$ cat src/rtl/spi_flash_icache.sv
// Direct-mapped, one-word-per-line read-only instruction cache placed between
// the core fetch port and the SPI flash reader. Lines are filled only on a miss
// and invalidated only by flush_i or reset.
//
// Handshake (core side and memory side alike): the requester raises req with a
// stable address and holds both until the responder pulses rvalid for exactly
// one cycle with the data. Dropping req before rvalid aborts the transaction
// and no rvalid follows.
module spi_flash_icache #(
    parameter int unsigned XLEN        = 32,
    parameter int unsigned INDEX_WIDTH = 6,
    parameter int unsigned FADDR_WIDTH = 24
) (
    input  logic            clk_i,
    input  logic            arstn_i,
    input  logic            instr_req_i,
    input  logic [XLEN-1:0] instr_addr_i,
    output logic            instr_rvalid_o,
    output logic [XLEN-1:0] instr_rdata_o,
    input  logic            flush_i,
    output logic            mem_req_o,
    output logic [XLEN-1:0] mem_addr_o,
    input  logic            mem_rvalid_i,
    input  logic [XLEN-1:0] mem_rdata_i,
    output logic [31:0]     hit_cnt_o,
    output logic [31:0]     miss_cnt_o
);

    localparam int unsigned LINES = 1 << INDEX_WIDTH;
    localparam int unsigned TAG_W = FADDR_WIDTH - INDEX_WIDTH - 2;

    typedef enum logic [1:0] {
        IDLE   = 2'd0,
        LOOKUP = 2'd1,
        MISS   = 2'd2
    } state_e;

    state_e                 state_q;
    logic [INDEX_WIDTH-1:0] idx_q;
    logic [TAG_W-1:0]       tag_q;
    logic [LINES-1:0]       valid_q;
    logic                   instr_rvalid_q;
    logic [XLEN-1:0]        instr_rdata_q;
    logic [31:0]            hit_cnt_q;
    logic [31:0]            miss_cnt_q;
    logic [31:0]            hit_cnt_d;
    logic [31:0]            miss_cnt_d;

    // Tag and data storage carry no reset; the valid bits alone gate their use.
    logic [TAG_W-1:0]       tag_arr  [LINES];
    logic [XLEN-1:0]        data_arr [LINES];

    logic                   lookup_hit;
    logic                   fill_we;

    // Byte-offset bits and the address bits above the flash window play no part.
    logic                   unused_addr_bits;
    assign unused_addr_bits = ^{instr_addr_i[XLEN-1:FADDR_WIDTH], instr_addr_i[1:0]};

    // Arrays are read with the index captured in IDLE, so the lookup sees the
    // valid bits as they stood before any flush landing on the same edge.
    assign lookup_hit = valid_q[idx_q] && (tag_arr[idx_q] == tag_q);
    assign fill_we    = (state_q == MISS) && mem_rvalid_i;

    assign hit_cnt_d  = (hit_cnt_q  == 32'hFFFF_FFFF) ? hit_cnt_q  : hit_cnt_q  + 32'd1;
    assign miss_cnt_d = (miss_cnt_q == 32'hFFFF_FFFF) ? miss_cnt_q : miss_cnt_q + 32'd1;

    // Memory request is combinational so it falls in the very cycle rvalid
    // arrives (or req is withdrawn), keeping the flash reader from restarting.
    assign mem_req_o  = (state_q == MISS) && instr_req_i && !mem_rvalid_i;
    assign mem_addr_o = XLEN'({tag_q, idx_q, 2'b00});

    assign instr_rvalid_o = instr_rvalid_q;
    assign instr_rdata_o  = instr_rdata_q;
    assign hit_cnt_o      = hit_cnt_q;
    assign miss_cnt_o     = miss_cnt_q;

    // Control FSM with registered core response, valid bits and counters.
    always_ff @(posedge clk_i or negedge arstn_i) begin
        if (!arstn_i) begin
            state_q        <= IDLE;
            idx_q          <= '0;
            tag_q          <= '0;
            valid_q        <= '0;
            instr_rvalid_q <= 1'b0;
            instr_rdata_q  <= '0;
            hit_cnt_q      <= '0;
            miss_cnt_q     <= '0;
        end else begin
            instr_rvalid_q <= 1'b0;
            case (state_q)
                IDLE: begin
                    if (instr_req_i) begin
                        idx_q   <= instr_addr_i[INDEX_WIDTH+1:2];
                        tag_q   <= instr_addr_i[FADDR_WIDTH-1:INDEX_WIDTH+2];
                        state_q <= LOOKUP;
                    end
                end
                LOOKUP: begin
                    if (!instr_req_i) begin
                        state_q <= IDLE;
                    end else if (lookup_hit) begin
                        instr_rvalid_q <= 1'b1;
                        instr_rdata_q  <= data_arr[idx_q];
                        hit_cnt_q      <= hit_cnt_d;
                        state_q        <= IDLE;
                    end else begin
                        state_q <= MISS;
                    end
                end
                MISS: begin
                    if (mem_rvalid_i) begin
                        valid_q[idx_q] <= 1'b1;
                        miss_cnt_q     <= miss_cnt_d;
                        state_q        <= IDLE;
                        if (instr_req_i) begin
                            instr_rvalid_q <= 1'b1;
                            instr_rdata_q  <= mem_rdata_i;
                        end
                    end else if (!instr_req_i) begin
                        state_q <= IDLE;
                    end
                end
                default: state_q <= IDLE;
            endcase
            // Placed last so a flush overrides a fill landing on the same edge.
            if (flush_i) begin
                valid_q <= '0;
            end
        end
    end

    // Fill write of tag and data when the flash reader returns the word.
    always_ff @(posedge clk_i) begin
        if (fill_we) begin
            tag_arr[idx_q]  <= tag_q;
            data_arr[idx_q] <= mem_rdata_i;
        end
    end

endmodule

$ cat config.mk
export PLATFORM = sky130hd
export DESIGN_NAME = spi_flash_icache
export DESIGN_NICKNAME = d
export VERILOG_FILES = /design/src/rtl/spi_flash_icache.sv
export SDC_FILE = /design/constraint.sdc
export NUM_CORES = 2
export LEC_CHECK = 0
export CAP_MARGIN = 0
export CORE_MARGIN = 10
export CORE_UTILIZATION = 45
export CTS_BUF_LIST = sky130_fd_sc_hd__clkbuf_8
export DETAILED_ROUTE_END_ITERATION = 12
export GPL_TIMING_DRIVEN = 0
export PLACE_DENSITY_LB_ADDON = 0.25
export SLEW_MARGIN = 20
export SYNTH_ARGS = -nofsm -noshare
export SYNTH_HDL_FRONTEND = slang
export SYNTH_SLANG_ARGS = --single-unit
$ cat constraint.sdc
create_clock -name clk_i -period 7.1 [get_ports clk_i]
set_clock_uncertainty 0.05 [all_clocks]
set_input_delay 1.065 -clock clk_i [delete_from_list [all_inputs] [get_ports clk_i]]
set_output_delay 1.065 -clock clk_i [all_outputs]
set_load 0.02 [all_outputs]
==> impl_results.md <==
* WP data required at 8030 ps
* Width of the die at 549 µm
* FF+latch count, synth at 3,257
* Crit path time final at 7090 ps
* Layout Area Growth over Synthesis at 18.6%
* Vias/cell at ~6.4
* Final Max Slew Viols at 0
* Per-cell routed wire length at 38.6 µm
* Post-synth cell types at 69
* Pin count of the biggest net entering global routing at 77
* Crit start category: flop
* Sequential area share after synthesis at 76.8%
* Fraction of layout cells with a size suffix above 1 at 27.1%
* Relative slew slack at 12.7%
* Hold endpoint: data_arr[11][20]
* Flop2flop setup slack at 10 ps
* Pleak at 50.0 nW
* Most frequent standard cell in the layout excluding fill and tap cells: edfxtp_1
* Final WL at 426 mm
* Total number of vias at 70,800
* Clk root buf: clkbuf_8
* Total CTS buffers at roughly 530
* Critical Path End Type: flop
* Drt first pass iters at 9
* H-tree levels at 6
* Synth area leader: edfxtp_1
* Clock latency on the worst-skew pair at 1100 ps
* Vias in the first global route at 69,200
* Global-route wire length before repair at 576 mm
* Top cells by area, synth: edfxtp_1 (73%), mux4_2 (13%), mux2i_1 (4.0%)
* Measured slew at the worst slew-check pin at 1310 ps
* Mapped Cells at 5,903
* Hold Path Class: in2reg
* Worst path buffer plus inverter count at 8
* CP top delay family: buffers and inverters
* Seq pwr share at 41.1%
* CORE AREA at between 200,000 and 300,000 µm²
* Hold Crit Start: mem_rdata_i[20]
* Number of nets still failing antenna checks after routing at 0
* Starting DRT DRC Count at 12,100
* GRT overflow at 0
* CTS tree: done
* EDFF count, synth at 3,072
* Post-DP HPWL at 292 mm
* RR Endpoint: instr_rdata_o[30]
* CTS clk-pin slew, worst paths at 60 ps
* Crit-path max FO at 10
* Yosys top cell area share at between 70% and 80%
* CP max stage cell: clkbuf_1
* Fin crit share at 99.8%
* Critical Path, Cell by Cell: buf_4, inv_1, buf_2, buf_2, clkbuf_1, clkbuf_1, clkbuf_2, clkbuf_2, mux2i_1, o22ai_1, nor4_1, nor2_1, a31oi_1, o41ai_1, a21o_1
* Pwr dens at between 300 and 400 nW/µm²
* DRC viols at 0
* FF-to-FF Start: idx_q[1]
* Mapped cell area at 126,000 µm²
* GP Congestion at 0.874
* P_sw at around 19 mW
* Fin cells at 11,100
* Max frequency at 0.141 GHz
* Pre-CTS WS at -237 ps
* R2R depth at 15
* Number of buffers added on ports at 175
* Die height at 549 µm
* Internal at roughly 36 mW
* Net Sw Frac at 34.6%
* Clock tree buffer depth at 4
* Final hold vios at 0
* Most frequent cells in the layout: edfxtp_1 (3,072), mux4_2 (711), clkbuf_8 (555)
* # setup viols final at 0
* WHS Path Cells at 1
* Total Routing Usage GR at approximately 28%
* Final Worst Setup Slack at 10.9 ps
* Placed cells at 10,100
* Unrepaired setup endpoints after global routing: false
* Clk network pwr share at 27.1%
* # IOs at 199
* Die area at 302,000 µm²
* Comb pwr share at a little under a third
* Clock sink count at 3,257
* Initial core utilization at 45.2%
* Antenna violations before repair at 35
* Max Cap Viol at 0
* Asr flop ratio synth at approximately 5.7%
* Synth Warn # at 0
* Final net count at 6,990
* Setup Crit Path Kind: reg2reg
* Avg Synthesized Cell Area at ~21 µm²
* Status: finished clean
* Max VDD drop at 176 µV
* Num rows at 194
* Slowest cell delay on critical path at 890 ps
* CP arrival at 8020 ps
* Setup TNS at 0 ps
* Most used DFF post-synth: edfxtp_1
[area by class of cell]
class | instances | area [µm²]
Multi-Input combinational cell | 2301 | 28100
Timing Repair Buffer | 474 | 8620
Sequential cell | 3257 | 96900
Clock buffer | 555 | 7640
Inverter | 16 | 60.1
Tap cell | 3724 | 4660
Antenna cell | 21 | 52.6
Fill cell | 21300 | 130000
Buffer | 337 | 1670
Clock inverter | 367 | 1840
[metal layers]
layer / GRT usage (%) / up-vias / share of wire (%)
li1: - / 26800 / -
met1: 36.9 / 37400 / 36
met2: 41.4 / 5475 / 45
met3: 8.45 / 1122 / 13
met4: 13.7 / 30 / 5.7
met5: 0 / - / 0.10
[registers in the layout, summed over array words and instances (netlist names), 2 cells and up]
name and count:
data_arr 2048, tag_arr 1024, valid_q 64, hit_cnt_o 32, instr_rdata_o 32, miss_cnt_o 32, tag_q 16, idx_q 6
state_q 2
[cells by family (layout without fill, tap and decap cells)]
family                     after synthesis  in the layout  share of synthesized area [%]
DFF                                   3257           3257                           76.8
muxes                                 1242           1242                           16.9
and+or+nand+nor                        582            582                           2.32
AOI/OAI and AO/OA                      386            386                           2.00
buffers and inverters                  354           1749                           1.34
xor gates and xnor gates                76             76                          0.528
adders and majority gates                5              5                         0.0496
other                                    1             31                        0.00297
[synthesized netlist by cell type (all sizes together), types with 6 or more instances]
| cell type | count |
|---|---|
| o21ai | 57 |
| nor3 | 28 |
| nand4 | 26 |
| a22o | 6 |
| xor2 | 42 |
| a32oi | 6 |
| and4 | 9 |
| nand4b | 6 |
| a221oi | 23 |
| inv | 16 |
| edfxtp | 3072 |
| clkbuf | 162 |
| mux2 | 30 |
| or3 | 8 |
| o22ai | 178 |
| and2 | 7 |
| or4 | 34 |
| nand2b | 7 |
| a31oi | 9 |
| a21oi | 41 |
| mux2i | 501 |
| nand2 | 103 |
| nand3 | 49 |
| mux4 | 711 |
| buf | 176 |
| a22oi | 32 |
| dfrtp | 185 |
| and3 | 14 |
| nor2 | 224 |
| xnor2 | 34 |
| nor4 | 25 |
[worst max path at each step]
stage	start	end	slack, ps	cells after the start
final	idx_q[1]	instr_rdata_o[30]	10	15
after global routing	idx_q[1]	instr_rdata_o[30]	90	15
after CTS	idx_q[1]	instr_rdata_o[30]	180	15
after detailed placement	idx_q[1]	instr_rdata_o[30]	-240	15
after global placement	idx_q[0]	data_arr[21][3]	-5290	13
after floorplan	idx_q[0]	data_arr[13][0]	1650	13
[what timing repair did]
action / in CTS / in global routing
setup buffers: 0 / 0
hold endpoints to repair: 40 / 0
hold buffers: 1 / 0
gates resized for setup: 2 / 0
setup endpoints to repair: 113 / 0
[power by group through the flow]
stage	Clock, mW	Combinational (mW)	Sequential (mW)
2_1_floorplan	0	9.58	23.4
3_3_place_gp	0	16.2	23.8
3_5_place_dp	0	17.4	23.2
4_1_cts	15.2	17.4	22.8
5_1_grt	16.0	18.2	22.9
6_report	15.1	17.7	22.8
[metrics by stage]
step | cell area (µm²) | hold slack (ps) | util [%] | power [mW]
6_report | 150000 | 184 | 53.6 | 55.6
5_1_grt | 149000 | 165 | 53.6 | 57.1
4_1_cts | 149000 | 140 | 53.5 | 55.4
3_5_place_dp | 140000 | 428 | 50.1 | 40.6
3_3_place_gp | 133000 | 420 | 47.5 | 40.1
2_1_floorplan | 126000 | 411 | - | 33.0
(Power assumes the default switching activity.)
